$ cat config.mk
export PLATFORM = sky130hd
export DESIGN_NAME = sync_fifo_queue
export DESIGN_NICKNAME = d
export VERILOG_FILES = /design/src/rtl/sync_fifo_queue.sv
export SDC_FILE = /design/constraint.sdc
export NUM_CORES = 1
export LEC_CHECK = 0
export BUFFER_PORTS_ARGS = -buffer_cell sky130_fd_sc_hd__clkbuf_2
export CAP_MARGIN = 20
export CORE_MARGIN = 8
export CORE_UTILIZATION = 38
export CTS_BUF_LIST = sky130_fd_sc_hd__clkbuf_8
export CTS_CLUSTER_SIZE = 10
export DETAILED_ROUTE_END_ITERATION = 7
export SLEW_MARGIN = 10
export SYNTH_ARGS = -nofsm -noshare
export SYNTH_HDL_FRONTEND = slang
export SYNTH_SLANG_ARGS = --single-unit
$ cat constraint.sdc
create_clock -name clk -period 4 [get_ports clk]
set_input_delay 0.8 -clock clk [delete_from_list [all_inputs] [get_ports clk]]
set_output_delay 0.8 -clock clk [all_outputs]
set_load 0.01 [all_outputs]
$ cat src/rtl/sync_fifo_queue.sv
// Single-clock FIFO queue with registered read data; occupancy port under FIFO_COUNT_EN.
// Read data lands one cycle after rd_en; writes into a full queue and reads from an empty one are dropped and flagged for one cycle.
module sync_fifo_queue #(
  parameter int WIDTH = 8,
  parameter int DEPTH = 8
) (
  input  logic                     clk,
  input  logic                     rst_n,
  input  logic                     wr_en,
  input  logic                     rd_en,
  input  logic [WIDTH-1:0]         data_in,
  output logic [WIDTH-1:0]         data_out,
  output logic                     full,
  output logic                     empty,
  output logic                     overflow,
  output logic                     underflow
`ifdef FIFO_COUNT_EN
  ,
  output logic [$clog2(DEPTH):0]   count
`endif
);

  localparam int AW = $clog2(DEPTH);
  localparam logic [AW:0] FULL_OCC = (AW+1)'(DEPTH);

  logic [WIDTH-1:0] mem [DEPTH];
  logic [AW-1:0]    wr_ptr;
  logic [AW-1:0]    rd_ptr;
  logic [AW:0]      occ;
  logic [AW:0]      occ_nxt;
  logic             rd_acc;
  logic             wr_acc;

  // A read on a full queue frees the slot the same-edge write will fill.
  always_comb begin
    rd_acc  = rd_en && !empty;
    wr_acc  = wr_en && (!full || rd_acc);
    occ_nxt = occ;
    if (wr_acc && !rd_acc) begin
      occ_nxt = occ + (AW+1)'(1);
    end else if (rd_acc && !wr_acc) begin
      occ_nxt = occ - (AW+1)'(1);
    end
  end

  always_ff @(posedge clk) begin
    if (wr_acc) begin
      mem[wr_ptr] <= data_in;
    end
  end

  always_ff @(posedge clk or negedge rst_n) begin
    if (!rst_n) begin
      wr_ptr    <= '0;
      rd_ptr    <= '0;
      occ       <= '0;
      data_out  <= '0;
      full      <= 1'b0;
      empty     <= 1'b1;
      overflow  <= 1'b0;
      underflow <= 1'b0;
    end else begin
      if (wr_acc) begin
        wr_ptr <= wr_ptr + AW'(1);
      end
      if (rd_acc) begin
        rd_ptr   <= rd_ptr + AW'(1);
        data_out <= mem[rd_ptr];
      end
      occ       <= occ_nxt;
      full      <= (occ_nxt == FULL_OCC);
      empty     <= (occ_nxt == '0);
      overflow  <= wr_en && !wr_acc;
      underflow <= rd_en && !rd_acc;
    end
  end

`ifdef FIFO_COUNT_EN
  assign count = occ;
`endif

endmodule

* After elaboration in Yosys (flattened, before gate mapping)
Memory sizes are Yosys's and may differ from the RTL's. A register that Yosys moved wholly into a read port is not among the register bits.
Cells that the tools add are included.
** Word-level totals
- Register bits :: 14
- Bits in latches :: 0
- RAM bits :: 64
- Memory bits (read-only) :: 0
- Input bits :: 12
- Output and inout port bits :: 12
- Word-level logic and storage cells :: 30
- Memories :: 1
** Memory list
- mem :: words 8, width 8, read ports 1, clocked after memory_dff 1, write ports 1, RTL line 26 : logic [WIDTH-1:0] mem [DEPTH];
** Cells by class
- Add/sub/neg operators :: 4
- $mul :: 0
- Divide/modulo/power cells :: 0
- $lt $le $gt $ge :: 0
- Equal/unequal tests :: 1
- Shifts and indexed selects :: 0
- Mux-type cells :: 4
- Bitwise gates (word level) :: 0
- Reductions and logical operators :: 13
** Operators with widths (count)
- $mux W4 :: 2
- $add A3 B1 Y3 const B :: 2
- $logic_and A1 B1 Y1 :: 6
- $logic_not A1 Y1 :: 5
- $add A4 B1 Y4 const B :: 1
- $eq A4 B4 Y1 const B :: 1
- $logic_not A4 Y1 :: 1
- $sub A4 B1 Y4 const B :: 1
- $mux W1 :: 2
- $logic_or A1 B1 Y1 :: 1

* Depth between registers and ports, before layout
Gate-level depths: netlist of run 1.
- Depth in word-level cells :: 9
- Mapped depth :: 6
- Mapped depth without buffers :: 6

* Least setup slack after synthesis of run 1
Ideal clock, no wire load.
- Path kind :: input to register
- Start point :: input wr_en
- End point :: memory mem[0][0], enable pin
- Library setup time :: 383 ps
- Data arrival time :: 1951 ps
- Setup slack :: 1665 ps
- Stages on the path :: 4
- Cells stage by stage :: buf_2 a21boi_2 nand2b_1 nor3_1
** On the way
- Word-level cells in the longest chain between the ends :: 3
** Ends and longest elaborated chain
- start: declaration :: RTL line 9 : input logic wr_en,
- $logic_and A1 B1 Y1 :: RTL line 37 : wr_acc = wr_en && (!full || rd_acc);
- $mux W1 :: RTL line 47 : if (wr_acc) begin
- $mux W1 (not written as such) :: RTL line 48 : mem[wr_ptr] <= data_in;
- end: declaration :: RTL line 26
Every way passes these cells.

* Final worst setup path of run 1
- Start point :: input rd_en
- End point :: memory mem[3][2], enable pin
** On the way
- Word-level cells in the longest chain between the ends :: 5
** Ends and longest elaborated chain
- start: declaration :: RTL line 10 : input logic rd_en,
- $logic_and A1 B1 Y1 :: RTL line 36 : rd_acc = rd_en && !empty;
- $logic_or A1 B1 Y1 :: RTL line 37
- $logic_and A1 B1 Y1 :: RTL line 37
- $mux W1 :: RTL line 47
- $mux W1 (not written as such) :: RTL line 48
Every way passes these cells.

==> impl_metrics.json, run 1 <==
{
  "drtAntennaViolNets": 0,
  "synth-edff-count": 64,
  "num_vias": 1719,
  "place.detailed.hpwl_um": 4570,
  "hold_viol": 0,
  "netlist_area_sq_um": 3480,
  "yosysUniqueCellTypes": 35,
  "multiInputGateArea_sq_um": 926,
  "finalSetupTns_ps": 0,
  "tightestPinTransition_ps": 843,
  "cp_max_fo": 26,
  "nets": 232,
  "hold_ws_ps": 430,
  "die_height_um": 112,
  "p_leak_uw": 0.00143,
  "cp_cell_sequence": "clkbuf_2, nand2b_1, buf_4, a21boi_2, nand2_1, nor2_1",
  "grt_usage_pct": 11.3,
  "grt_overflow": 0,
  "maxSlewViolCount": 0,
  "crit_start": "rd_en",
  "swShare_pct": 33.7,
  "relSlewSlack_pct": 43.8,
  "slowest_delay_ps": 570,
  "seq_power_share_pct": 51.6,
  "cts_tree": "built",
  "place_congestion": 0.734,
  "antenna_found_initial": 0,
  "grt_setup_unrepaired": "no",
  "io_pins": 24,
  "grt_start_max_net_pins": 27,
  "critPathRequiredTime_ps": 3990,
  "drive_gt1_share_pct": 27.1,
  "die-area_sq_um": 12500,
  "synth_seq_area_share_pct": 71.1,
  "fillers": 806,
  "floorplan.initialDensity_pct": 38.4,
  "dp.cells": 316,
  "cellPowerDensity_nw_per_um2": 696,
  "cts.sinks": 86,
  "cts-hold-fix-buffers": 0,
  "r2r-start": "empty$_DFF_PN1_",
  "diodes": 0,
  "fin_skew_ps": 14.7,
  "synth_area_per_cell_sq_um": 18.5,
  "fin_crit_ps": 2250,
  "yosysTopAreaCell": "edfxtp_1",
  "rows": 35,
  "cp.arrival_ps": 2240,
  "max_freq_ghz": 0.444,
  "cts-buffers-inserted": 9,
  "grt_pass1_vias": 1728,
  "wl_um": 6650,
  "p_int_uw": 1790,
  "synthTopCellsByArea": "edfxtp_1 (55%), dfrtp_1 (15%), mux4_1 (6.8%), mux4_2 (4.5%), mux2i_1 (2.6%)",
  "post_cts_buffers": 0,
  "core_sq_um": 9060,
  "port_buffers": 23,
  "yosysMostFrequentCell": "edfxtp_1",
  "synth_top_area_share_pct": 55.3,
  "cp_slowest_cell": "nor2_1",
  "layout.cells.non_filler": 332,
  "synthTopCellsByCount": "edfxtp_1 (64), dfrtp_1 (21), nand2_1 (16), mux2i_1 (9), mux4_1 (9)",
  "syn_to_final_growth_pct": 11.4,
  "synthArstFlopShare_pct": 25.6,
  "setup_viol": 0,
  "p_sw_uw": 909,
  "maxCapViolCount": 0,
  "drc": 0,
  "synth_cells": 188,
  "startpoint_type": "input pin",
  "clk_path_buf_depth": 2,
  "synth_warnings": 0,
  "syn_nets": 204,
  "cts_resized": 0,
  "clk_latency_ps": 350,
  "cts_max_level": 3,
  "seqCellArea_sq_um": 2470,
  "vdd.ir_drop.worst_uv": 277,
  "viasPerCell": 5.18,
  "die_x_um": 112,
  "first_iter_violations": 118,
  "crit_type": "input pin to flop",
  "cp-end-kind": "flop",
  "grt_pass1_wl_um": 10300,
  "synth_flop_cell": "edfxtp_1",
  "power_frac_comb_pct": 26.9,
  "wl_per_cell_um": 20.0,
  "yosys_register_bits": 86,
  "cts_root_buffer": "clkbuf_8",
  "period_share_pct": 56.3,
  "status": "complete, no violations",
  "path_clk_slew_ps": 100,
  "hold_path.class": "input pin to async pin",
  "clkPwrFrac_pct": 21.5,
  "firstDrtPassIters": 4
}
## per-stage QoR
stage / worst slack, ps / total power, uW / area, sq um / util, %
final: 1750 / 2700 / 3870 / 42.7
after global routing: 1580 / 2870 / 3870 / 42.7
after CTS: 1730 / 2740 / 3870 / 42.7
after detailed placement: 1370 / 2160 / 3690 / 40.7
after global placement: 1450 / 2150 / 3690 / 40.7
after floorplan: 1670 / 1930 / 3480 / -
## cell type report
class                   instances  area share, %
inverters                       3          0.291
clock inverters                 7           1.65
well taps                     111           3.58
flip-flops and latches         86           63.8
clock buffers                   9           3.20
multi-input cells              90           23.9
repair buffers                 26           3.55
## power by group through the flow
stage	clock [uW]	combinational, uW	sequential [uW]
after floorplan	0	617	1310
after global placement	0	730	1420
after detailed placement	0	739	1420
after CTS	592	744	1400
after global routing	626	817	1430
final	580	726	1390
## cells in the final DEF, fill, tap and decap left out, drive strengths merged
cell	netlist	routed
ha	4	4
a21oi	3	3
nor4b	1	1
mux2	1	1
dfstp	1	1
a21boi	1	1
nor3b	1	1
and2b	1	1
nor4	3	3
and2	1	1
o21ai	8	8
and3	1	1
mux4	16	16
clkbuf	1	32
clkinvlp	0	2
buf	8	3
edfxtp	64	64
nand2	16	16
xor2	2	2
xnor2	5	5
dfrtp	21	21
inv	3	7
nand2b	5	5
o22ai	1	1
o31ai	1	1
nor2	7	7
mux2i	9	9
nor3	2	2
a41o	1	1
clkinv	0	1
## flip-flops by register name, summed over array words and instances, names as in the netlist
signal,flops
rd_ptr,3
empty,1
mem,64
full,1
wr_ptr,3
data_out,8
underflow,1
occ,4
overflow,1
## worst max-delay path, delay by kind of cell
kind / cells / cell delay, ps
AO/OA/AOI/OAI: 1 / 310
buffers and inverters: 2 / 310
AND/OR/NAND/NOR: 3 / 800
## cells by family after synthesis
| group | share of synthesized area, % |
|---|---|
| AOI/OAI and AO/OA | 2.70 |
| xor gates and xnor gates | 2.20 |
| adders and majority gates | 1.44 |
| buffers and inverters | 2.23 |
| DFF | 71.1 |
| muxes | 14.2 |
| and+or+nand+nor | 6.05 |
## final timing paths
check                                     endpoint  slack, ps  depth (start not counted)
min reg2reg                data_out[4]$_DFFE_PN0P_        480                          2
max                            mem[3][2]$_DFFE_PP_       1750                          6
min                          wr_ptr[0]$_DFFE_PN0P_        430                          1
max in group asynchronous    rd_ptr[1]$_DFFE_PN0P_       3180                          1
min in group clk           data_out[4]$_DFFE_PN0P_        480                          2
max reg2reg                    mem[3][2]$_DFFE_PP_       1830                          5
## metal layers
metal	vias up	track usage, %	share of wire (%)
met5	-	0	0
met4	0	4.65	1.3
met3	7	2.87	4.0
met2	46	16.4	45
met1	882	15.7	50
li1	784	-	-
Power figures use the tool's default switching activity.
==> run 2: changes to the inputs <==
clock period = 2.03 ns   (was 4 ns; I/O delays follow)
==> run 2 against run 1 <==
  * Die area did not move
  * Routed wire length down 8.2%
  * Worst hold slack got worse by 390 ps
  * Largest cell class unchanged
  * Global-route usage decreased by 0.60 points
  * Critical path type is now flop to flop
  * Sequential cell count stayed put
  * Power grew 110%
  * Largest power group unchanged
  * Critical endpoint is now mem[5][7]$_DFFE_PP_
  * Non-clock buffer count is 16 higher
==> impl_metrics.json, run 2 (same netlist as run 1, synthesis figures left out) <==
{
  "clk_latency_ps": 350,
  "grt_pass1_wl_um": 10000,
  "maxCapViolCount": 0,
  "num_vias": 1703,
  "first_iter_violations": 69,
  "wl_per_cell_um": 17.5,
  "critPathRequiredTime_ps": 2100,
  "regMostFlops": "mem",
  "setup_viol": 0,
  "rows": 35,
  "syn_to_final_growth_pct": 16.0,
  "tightestPinTransition_ps": 601,
  "cts_root_buffer": "clkbuf_8",
  "slowest_delay_ps": 380,
  "core_sq_um": 9060,
  "pre_cts_ws_ps": 190,
  "wl_um": 6100,
  "cp_slowest_cell": "dfstp_2",
  "cts-buffers-inserted": 9,
  "grt_overflow": 0,
  "firstDrtPassIters": 5,
  "setup_ws_ps": 255,
  "drc": 0,
  "grt_pass1_vias": 1839,
  "crit_family": "simple AND/OR/NAND/NOR gates",
  "cp_cell_sequence": "nand2b_1, a21boi_2, nand2_1, nor2_1, buf_4",
  "endpoint": "mem[5][7]$_DFFE_PP_",
  "grt_usage_pct": 10.7,
  "max_freq_ghz": 0.563,
  "placed_cell_area_sq_um": 3820,
  "place.detailed.hpwl_um": 4320,
  "p_leak_uw": 0.00153,
  "r2r_cells": 5,
  "port_buffers": 23,
  "path_clk_slew_ps": 90,
  "mostFrequentLayoutCell": "edfxtp_1",
  "mostFrequentLayoutCells": "edfxtp_1 (64), clkbuf_2 (23), dfrtp_1 (21)",
  "hold_path.class": "input pin to async pin",
  "fin_crit_ps": 1780,
  "cp_max_fo": 7,
  "drtAntennaViolNets": 0,
  "cts-hold-fix-buffers": 0,
  "r2r-start": "empty$_DFF_PN1_",
  "period_share_pct": 87.4,
  "cts_max_level": 3,
  "clk_path_buf_depth": 2,
  "io_pins": 24,
  "floorplan.initialDensity_pct": 38.4,
  "cts.sinks": 86,
  "cp.arrival_ps": 1840,
  "cts_tree": "built",
  "viasPerCell": 4.89,
  "grt_setup_unrepaired": "no",
  "r2r_end": "mem[5][7]$_DFFE_PP_",
  "final_area_sq_um": 4040,
  "largestRegisters": "mem x64, data_out x8, occ x4",
  "crit_type": "flop to flop",
  "fin_skew_ps": 9.85,
  "largest_reg_flops": 64,
  "vdd.ir_drop.worst_uv": 664,
  "post_cts_buffers": 0,
  "startpoint_type": "flop",
  "relSlewSlack_pct": 60.0,
  "cellPowerDensity_nw_per_um2": 1380,
  "status": "complete, no violations",
  "grt_start_max_net_pins": 23,
  "crit_start": "empty$_DFF_PN1_",
  "finalSetupTns_ps": 0,
  "path_buf_inv": 1,
  "die-area_sq_um": 12500,
  "diodes": 0,
  "antenna_found_initial": 0,
  "total_power_uw": 5560,
  "nets": 248,
  "hold_viol": 0,
  "cp-end-kind": "flop",
  "cts_resized": 0,
  "drive_gt1_share_pct": 31.6,
  "die_height_um": 112,
  "place_congestion": 0.754,
  "cp_num_cells": 5,
  "die_x_um": 112,
  "reg2reg_setup_slack_ps": 250,
  "maxSlewViolCount": 0
}
-- run 2: routing by layer --
| metal | vias up | wire length (um) | share of wire [%] | global-route usage [%] |
|---|---|---|---|---|
| met2 | 36 | 3020 | 50 | 17.5 |
| met3 | 14 | 244 | 4.0 | 3.90 |
| li1 | 812 | - | - | - |
| met4 | 0 | 110 | 1.8 | 4.28 |
| met5 | - | 0 | 0 | 0 |
| met1 | 841 | 2730 | 45 | 12.5 |
-- run 2: through the flow --
stage	utilization, %	hold slack (ps)	std cells
after floorplan	-	110	188
after global placement	42.1	442	332
after detailed placement	42.1	449	332
after CTS	44.5	45.8	348
after global routing	44.5	74.1	348
final	44.5	42.3	348
-- run 2: layout make-up --
type / count / area, sq um
fill: 781 / 5030
sequential: 86 / 2470
multi-input combinational: 90 / 926
timing repair buffer: 42 / 270
tap: 111 / 139
clock buffer: 9 / 124
clock inverter: 7 / 91.3
inverter: 3 / 11.3
-- run 2: report_power, final --
part / internal, uW / switching (uW)
Combinational: 858 / 833
Clock: 686 / 605
Sequential: 2310 / 263
Total: 3860 / 1700
-- run 2: worst min path at each step --
stage                                         end
after global routing      data_out[0]$_DFFE_PN0P_
after CTS                 data_out[0]$_DFFE_PN0P_
after global placement    data_out[2]$_DFFE_PN0P_
after floorplan           data_out[0]$_DFFE_PN0P_
final                     data_out[7]$_DFFE_PN0P_
after detailed placement  data_out[5]$_DFFE_PN0P_
-- run 2: worst register-to-register path, cell delays in order, from the launching register on --
cell	delay, ps
dfstp_2	380
nand2b_1	250
a21boi_2	310
nand2_1	150
nor2_1	200
buf_4	190
